===== src/rtl/ttc_irq_pkg.sv =====
// Shared bit map and widths for the timer interrupt collector.
// Bit positions match the interrupt status/enable register layout.
package ttc_irq_pkg;

  localparam int IRQ_WIDTH    = 6;
  localparam int IRQ_INTERVAL = 0;
  localparam int IRQ_MATCH1   = 1;
  localparam int IRQ_MATCH2   = 2;
  localparam int IRQ_MATCH3   = 3;
  localparam int IRQ_OVF      = 4;
  localparam int IRQ_EVT_OVF  = 5;

  typedef logic [IRQ_WIDTH-1:0] irq_vec_t;

endpackage


===== src/rtl/ttc_irq_sync.sv =====
// Multi-flop synchroniser plus rising-edge detector for one asynchronous event level.
// o_set is a one-pclk pulse driven only from flops, never from i_evt directly.
module ttc_irq_sync #(
  parameter int SYNC_STAGES = 2
) (
  input  logic pclk,
  input  logic n_p_reset,
  input  logic i_evt,
  output logic o_set
);

  logic [SYNC_STAGES-1:0] r_sync;
  logic                   r_prev;

  always_ff @(posedge pclk or negedge n_p_reset) begin
    if (!n_p_reset) begin
      r_sync <= '0;
      r_prev <= 1'b0;
    end else begin
      r_sync <= {r_sync[SYNC_STAGES-2:0], i_evt};
      r_prev <= r_sync[SYNC_STAGES-1];
    end
  end

  // Level held high after a clear produces no further pulse: only 0->1 counts.
  assign o_set = r_sync[SYNC_STAGES-1] & ~r_prev;

endmodule


===== src/rtl/ttc_irq_collect.sv =====
// Collects six timer events into sticky status bits, holds the enable mask and
// drives a registered interrupt that follows next-state status and enable.
module ttc_irq_collect
  import ttc_irq_pkg::*;
#(
  parameter int SYNC_STAGES = 2
) (
  input  logic                 n_p_reset,
  input  logic                 pclk,
  input  logic [31:0]          pwdata,
  input  logic                 intr_en_reg_sel,
  input  logic                 clear_interrupt,
  input  logic                 interval_evt,
  input  logic [2:0]           match_evt,
  input  logic                 overflow_evt,
  input  logic                 event_ovf_evt,
  output logic [IRQ_WIDTH-1:0] interrupt_reg,
  output logic [IRQ_WIDTH-1:0] interrupt_en_reg,
  output logic                 interrupt
);

  irq_vec_t w_evt;
  irq_vec_t w_set;
  irq_vec_t w_status_nxt;
  irq_vec_t w_en_nxt;
  irq_vec_t r_status;
  irq_vec_t r_en;
  logic     r_irq;
  logic     w_unused_pwdata;

  assign w_evt[IRQ_INTERVAL]          = interval_evt;
  assign w_evt[IRQ_MATCH3:IRQ_MATCH1] = match_evt;
  assign w_evt[IRQ_OVF]               = overflow_evt;
  assign w_evt[IRQ_EVT_OVF]           = event_ovf_evt;

  assign w_unused_pwdata = |pwdata[31:IRQ_WIDTH];

  for (genvar g = 0; g < IRQ_WIDTH; g++) begin : g_sync
    ttc_irq_sync #(
      .SYNC_STAGES (SYNC_STAGES)
    ) u_sync (
      .pclk      (pclk),
      .n_p_reset (n_p_reset),
      .i_evt     (w_evt[g]),
      .o_set     (w_set[g])
    );
  end

  // Set is OR-ed after the clear so a coincident event survives the clear.
  assign w_status_nxt = (clear_interrupt ? '0 : r_status) | w_set;
  assign w_en_nxt     = intr_en_reg_sel ? pwdata[IRQ_WIDTH-1:0] : r_en;

  always_ff @(posedge pclk or negedge n_p_reset) begin
    if (!n_p_reset) begin
      r_status <= '0;
      r_en     <= '0;
      r_irq    <= 1'b0;
    end else begin
      r_status <= w_status_nxt;
      r_en     <= w_en_nxt;
      r_irq    <= |(w_status_nxt & w_en_nxt);
    end
  end

  assign interrupt_reg    = r_status;
  assign interrupt_en_reg = r_en;
  assign interrupt        = r_irq;

endmodule


===== config.mk =====
export PLATFORM = sky130hd
export DESIGN_NAME = ttc_irq_collect
export DESIGN_NICKNAME = d
export VERILOG_FILES = /design/src/rtl/ttc_irq_pkg.sv /design/src/rtl/ttc_irq_sync.sv /design/src/rtl/ttc_irq_collect.sv
export SDC_FILE = /design/constraint.sdc
export NUM_CORES = 1
export LEC_CHECK = 0
export CORE_ASPECT_RATIO = 1.2
export CORE_MARGIN = 2
export CORE_UTILIZATION = 37
export DETAILED_ROUTE_END_ITERATION = 7
export PLACE_DENSITY_LB_ADDON = 0.1
export SETUP_SLACK_MARGIN = 0.02
export SLEW_MARGIN = 20
export SYNTH_ARGS = -nofsm -noshare
export SYNTH_HDL_FRONTEND = slang
export SYNTH_SLANG_ARGS = --single-unit

===== constraint.sdc =====
create_clock -name pclk -period 1.4 [get_ports pclk]
set_clock_uncertainty 0.15 [all_clocks]
set_input_delay 0.28 -clock pclk [delete_from_list [all_inputs] [get_ports pclk]]
set_output_delay 0.28 -clock pclk [all_outputs]
set_load 0.02 [all_outputs]

-- Word-level counts from Yosys, hierarchy flattened
Cells that the tools add are included.
- add/sub/neg operators: 0
- shift operators: 0
- multiplexer cells: 2
- div/mod/pow operators: 0
- multiply operators: 0
- equality and inequality tests: 0
- order comparisons: 0
- reductions and logical operators: 1
- bitwise gates (word level): 14
- operators with widths (cell ; number):
    $mux W6 ; 2
    $and A1 B1 Y1 ; 6
    $and A6 B6 Y6 ; 1
    $not A1 Y1 ; 6
    $or A6 B6 Y6 ; 1
    $reduce_or A6 Y1 ; 1
- ROM bits: 0
- memories kept: 0
- word-level logic and storage cells: 32
- bits in latches: 0
- register bits: 31
- RAM bits: 0
- output and inout port bits: 13
- input port bits: 42

-- Logic depth before layout (Yosys ltp)
- word-level depth: 5
- gate-level depth with buffers: 4

-- Cells and area by module
Synthesis repeated with hierarchy kept, for this count alone.
- cells, all modules: 61
- area total of the unflattened synthesis: 1081.0 µm²
- modules (own cells, without submodules) (module ; times used ; cells each ; area an instance (µm²)):
    ttc_irq_collect ; 1 ; 37 ; 548.0
    ttc_irq_sync ; 6 ; 4 ; 88.8

-- Least setup slack after synthesis
Ideal clock, no wire load.
- path type: reg2reg
- start: register r_en[2], in the netlist interrupt_en_reg[2]
- end: register r_irq, in the netlist interrupt
- buffers on the path: 0
- path slack: 0.148 ns
- required time: 1.119 ns
- arrival time: 0.972 ns
- clock period less this slack: 1.252 ns
- cell stages (with the launch flop): 4
- cell sequence: dfrtp_1 mux2_4 a22oi_2 nand3_1
- cells in the longest elaborated chain, start to end: 3
- ends and longest elaborated chain (what ; line ; RTL):
    start: declaration ; ttc_irq_collect.sv:27 ; irq_vec_t r_en;
    start signal: assignment ; ttc_irq_collect.sv:60 ; r_en <= w_en_nxt;
    $mux W6 ; ttc_irq_collect.sv:51 ; assign w_en_nxt = intr_en_reg_sel ? pwdata[IRQ_WIDTH-1:0] : r_en;
    via w_en_nxt[2] ; ttc_irq_collect.sv:25 ; irq_vec_t w_en_nxt;
    $and A6 B6 Y6 ; ttc_irq_collect.sv:61 ; r_irq <= |(w_status_nxt & w_en_nxt);
    $reduce_or A6 Y1 ; ttc_irq_collect.sv:61 ;
    end signal: assignment ; ttc_irq_collect.sv:61 ;
    end: declaration ; ttc_irq_collect.sv:28 ; logic r_irq;
The timed path passes the listed nets, and every way through them passes these cells.

-- Worst setup path after layout
- start: register r_status[5], in the netlist interrupt_reg[5]
- end: output port interrupt_reg[5]
- RTL lines (what ; line ; RTL):
    start: declaration ; ttc_irq_collect.sv:26 ; irq_vec_t r_status;
    start signal: assignment ; ttc_irq_collect.sv:59 ; r_status <= w_status_nxt;
    end: declaration ; ttc_irq_collect.sv:17 ; output logic [IRQ_WIDTH-1:0] interrupt_reg,
No word-level cell between the ends.

==> impl_metrics.toml <==
[cells_and_area]
drive_above_1_share = 0.3265
nets = 140
multiInputGateArea_um2 = 165.2
layoutNonFillerInstCount = 131
fin_area_mm2 = 0.001353
syn2layout_area_growth_pct = 35.63
num_antenna_cells = 0
fillerInstances = 242
largest_register_ffs = 12
regArea_um2 = 775.7

[cts]
cts.reportedPaths.clkPinSlew_ns = 0.08
worstSkewPairLatency_ns = 0.31
cts.sinks = 31
cts_buffer_depth = 2
clock-root-buffer = "clkbuf_4"
h-tree-depth = 2
numCtsBuffers = 5
cts_tree = "done"
post_cts_buffers = 0

[floorplan]
dieWidth_um = 51.39
rows = 20
die-height_um = 60.87
dieArea_mm2 = 0.003128
ios = 55
core_mm2 = 0.002552
start_util = 0.3907

[sta]
hold_ws_ns = 0.1635
relSlewSlack = 0.8108
rsz0062_at_grt = "false"
final.min_clock_period_ns = 1.304
setup_viol = 0
drv_slew = 0
worst_pin_slew_ns = 0.2838
fmax_mhz = 767.1
finalCritPeriodShare = 0.9311
hold_violations = 0

[worst_setup_path]
crit_path_start_kind = "flip-flop"
crit_type = "flip-flop to primary output"
slowest_delay_ns = 0.40
critPathTopFamily = "flip-flops"
end_kind = "primary output"
worst_path_max_delay_cell = "dfrtp_1"
worstPathRequired_ns = 0.97
crit_path_cell_trace = "buf_2"
crit_fanout = 2
path_buf_inv = 1
crit_arrival_ns = 0.87

[power_and_ir_drop]
ir_worst_vdd_mv = 0.8510
p_int_w = 0.001314
powerDensity_mw_per_mm2 = 1275
netSwitchingPower_w = 0.0004105
p_clk_frac = 0.285
power.leakage_nw = 0.6628
p_total_w = 0.001724
swShare = 0.2380
p_seq_frac = 0.570
pwr-share-comb = 0.144

[global_route]
gr-total-overflow = 0
grt_usage = 0.1205
grt_antenna_before_repair = 0
grt_max_degree = 32
grt_pass1_vias = 570
grt_pass1_wl_um = 2608

[placement]
place_congestion = 0.6822
postPlaceCellArea_mm2 = 0.001363
dp.cells = 124
dp_hpwl_um = 1061
port_buffers = 28

[detailed_routing]
routedWlPerCell_um = 11.29
drt_iter0_drc = 9
num_vias = 562
postRouteAntennaNets = 0
drt-pass1-iter-count = 3
finalWirelength_um = 1479
via_per_inst = 4.290
drc = 0

[logic_synthesis]
synthAdderAreaFrac = 0
synth_compound_area_frac = 0.07026
synth_nets = 102
ys_seq_area_frac = 0.7779
syn_area_per_cell_um2 = 16.62
ys_warn_count = 0
synthSimpleGateAreaFrac = 0.005019
synthXorXnorAreaFrac = 0
ys_ff_latch = 31
synth_top_family_by_area = "multiplexers"
syn_area_um2 = 997.2
synthCells = 60
synth.distinct_cells = 8
synthMuxAreaShare = 0.09034

[hold_path]
hp-class = "input pin to async pin"

[outcome]
status = "completed"

[flow_run]
max_cap_viol_count = 0
[path summary, 6_finish.rpt]
| check | startpoint | endpoint | slack, ns | cells after the start |
|---|---|---|---|---|
| worst max-delay path | interrupt_reg[5]$_DFF_PN0_ | interrupt_reg[5] | 0.1 | 1 |
| worst min-delay path | n_p_reset | g_sync[2].u_sync.r_prev$_DFF_PN0_ | 0.16 | 2 |
| worst max register to register | interrupt_en_reg[2]$_DFF_PN0_ | interrupt$_DFF_PN0_ | 0.19 | 3 |
| worst min register to register | g_sync[3].u_sync.r_sync[0]$_DFF_PN0_ | g_sync[3].u_sync.r_sync[1]$_DFF_PN0_ | 0.20 | 0 |
| max in group asynchronous | n_p_reset | interrupt$_DFF_PN0_ | 0.77 | 2 |
| min in group pclk | g_sync[3].u_sync.r_sync[0]$_DFF_PN0_ | g_sync[3].u_sync.r_sync[1]$_DFF_PN0_ | 0.20 | 0 |
[layout make-up]
| class | count | share of cell area |
|---|---|---|
| Sequential cell | 31 | 0.5735 |
| Timing Repair Buffer | 32 | 0.1989 |
| Multi-Input combinational cell | 16 | 0.1221 |
| Clock buffer | 6 | 0.03793 |
| Inverter | 12 | 0.03330 |
| Tap cell | 33 | 0.03053 |
| Clock inverter | 1 | 0.003700 |
[logic make-up after synthesis]
group | Yosys count
buffers and inverters | 13
muxes | 6
and+or+nand+nor | 1
AOI/OAI and AO/OA | 9
DFF | 31
[Yosys cell counts]
master    n  area [um2]
a22oi_2   2       25.02
mux2_4    6       90.09
inv_1    12       45.04
buf_6     1       11.26
o22ai_1   6       37.54
nand3_1   1       5.000
a22oi_1   1       7.510
dfrtp_1  31       775.7
[power by group through the flow]
stage | Sequential (W) | Combinational (W) | Clock, W
2_1_floorplan | 0.00105 | 0.0000754 | 0
3_3_place_gp | 0.00100 | 0.000288 | 0
3_5_place_dp | 0.00100 | 0.000291 | 0
4_1_cts | 0.000985 | 0.000257 | 0.000528
5_1_grt | 0.000991 | 0.000271 | 0.000576
6_report | 0.000983 | 0.000249 | 0.000492
[through the flow]
step | util | setup TNS (ns) | setup WS, ns
2_1_floorplan | - | 0 | 0.1478
3_3_place_gp | 0.5338 | -1.106 | -0.3938
3_5_place_dp | 0.5338 | -1.127 | -0.3957
4_1_cts | 0.5324 | 0 | 0.02856
5_1_grt | 0.5299 | 0 | 0.04273
6_report | 0.5299 | 0 | 0.09641
[layout by cell type (no fill, tap or decap)]
cell and count:
o22ai_1 6, clkinv_2 1, a22oi_2 2, buf_4 2, inv_1 12, mux2_4 6
dlygate4sd2_1 1, dfrtp_1 31, clkbuf_4 5, buf_2 13, buf_12 2, clkbuf_8 1
a22oi_1 1, clkdlybuf4s50_1 14, nand3_1 1
[per-layer routing]
metal / part of all wire / global-route usage
met1: 0.44 / 0.1417
met2: 0.47 / 0.1740
met3: 0.079 / 0.06158
met4: 0.0074 / 0.07895
met5: 0 / 0
[repair_timing]
item                       in CTS  in global routing
setup endpoints to repair      14                  1
pin swaps                       0                  0
gates resized for setup        52                  1
hold buffers                    0                  0
cloned                          0                  0
Power figures use the tool's default switching activity.
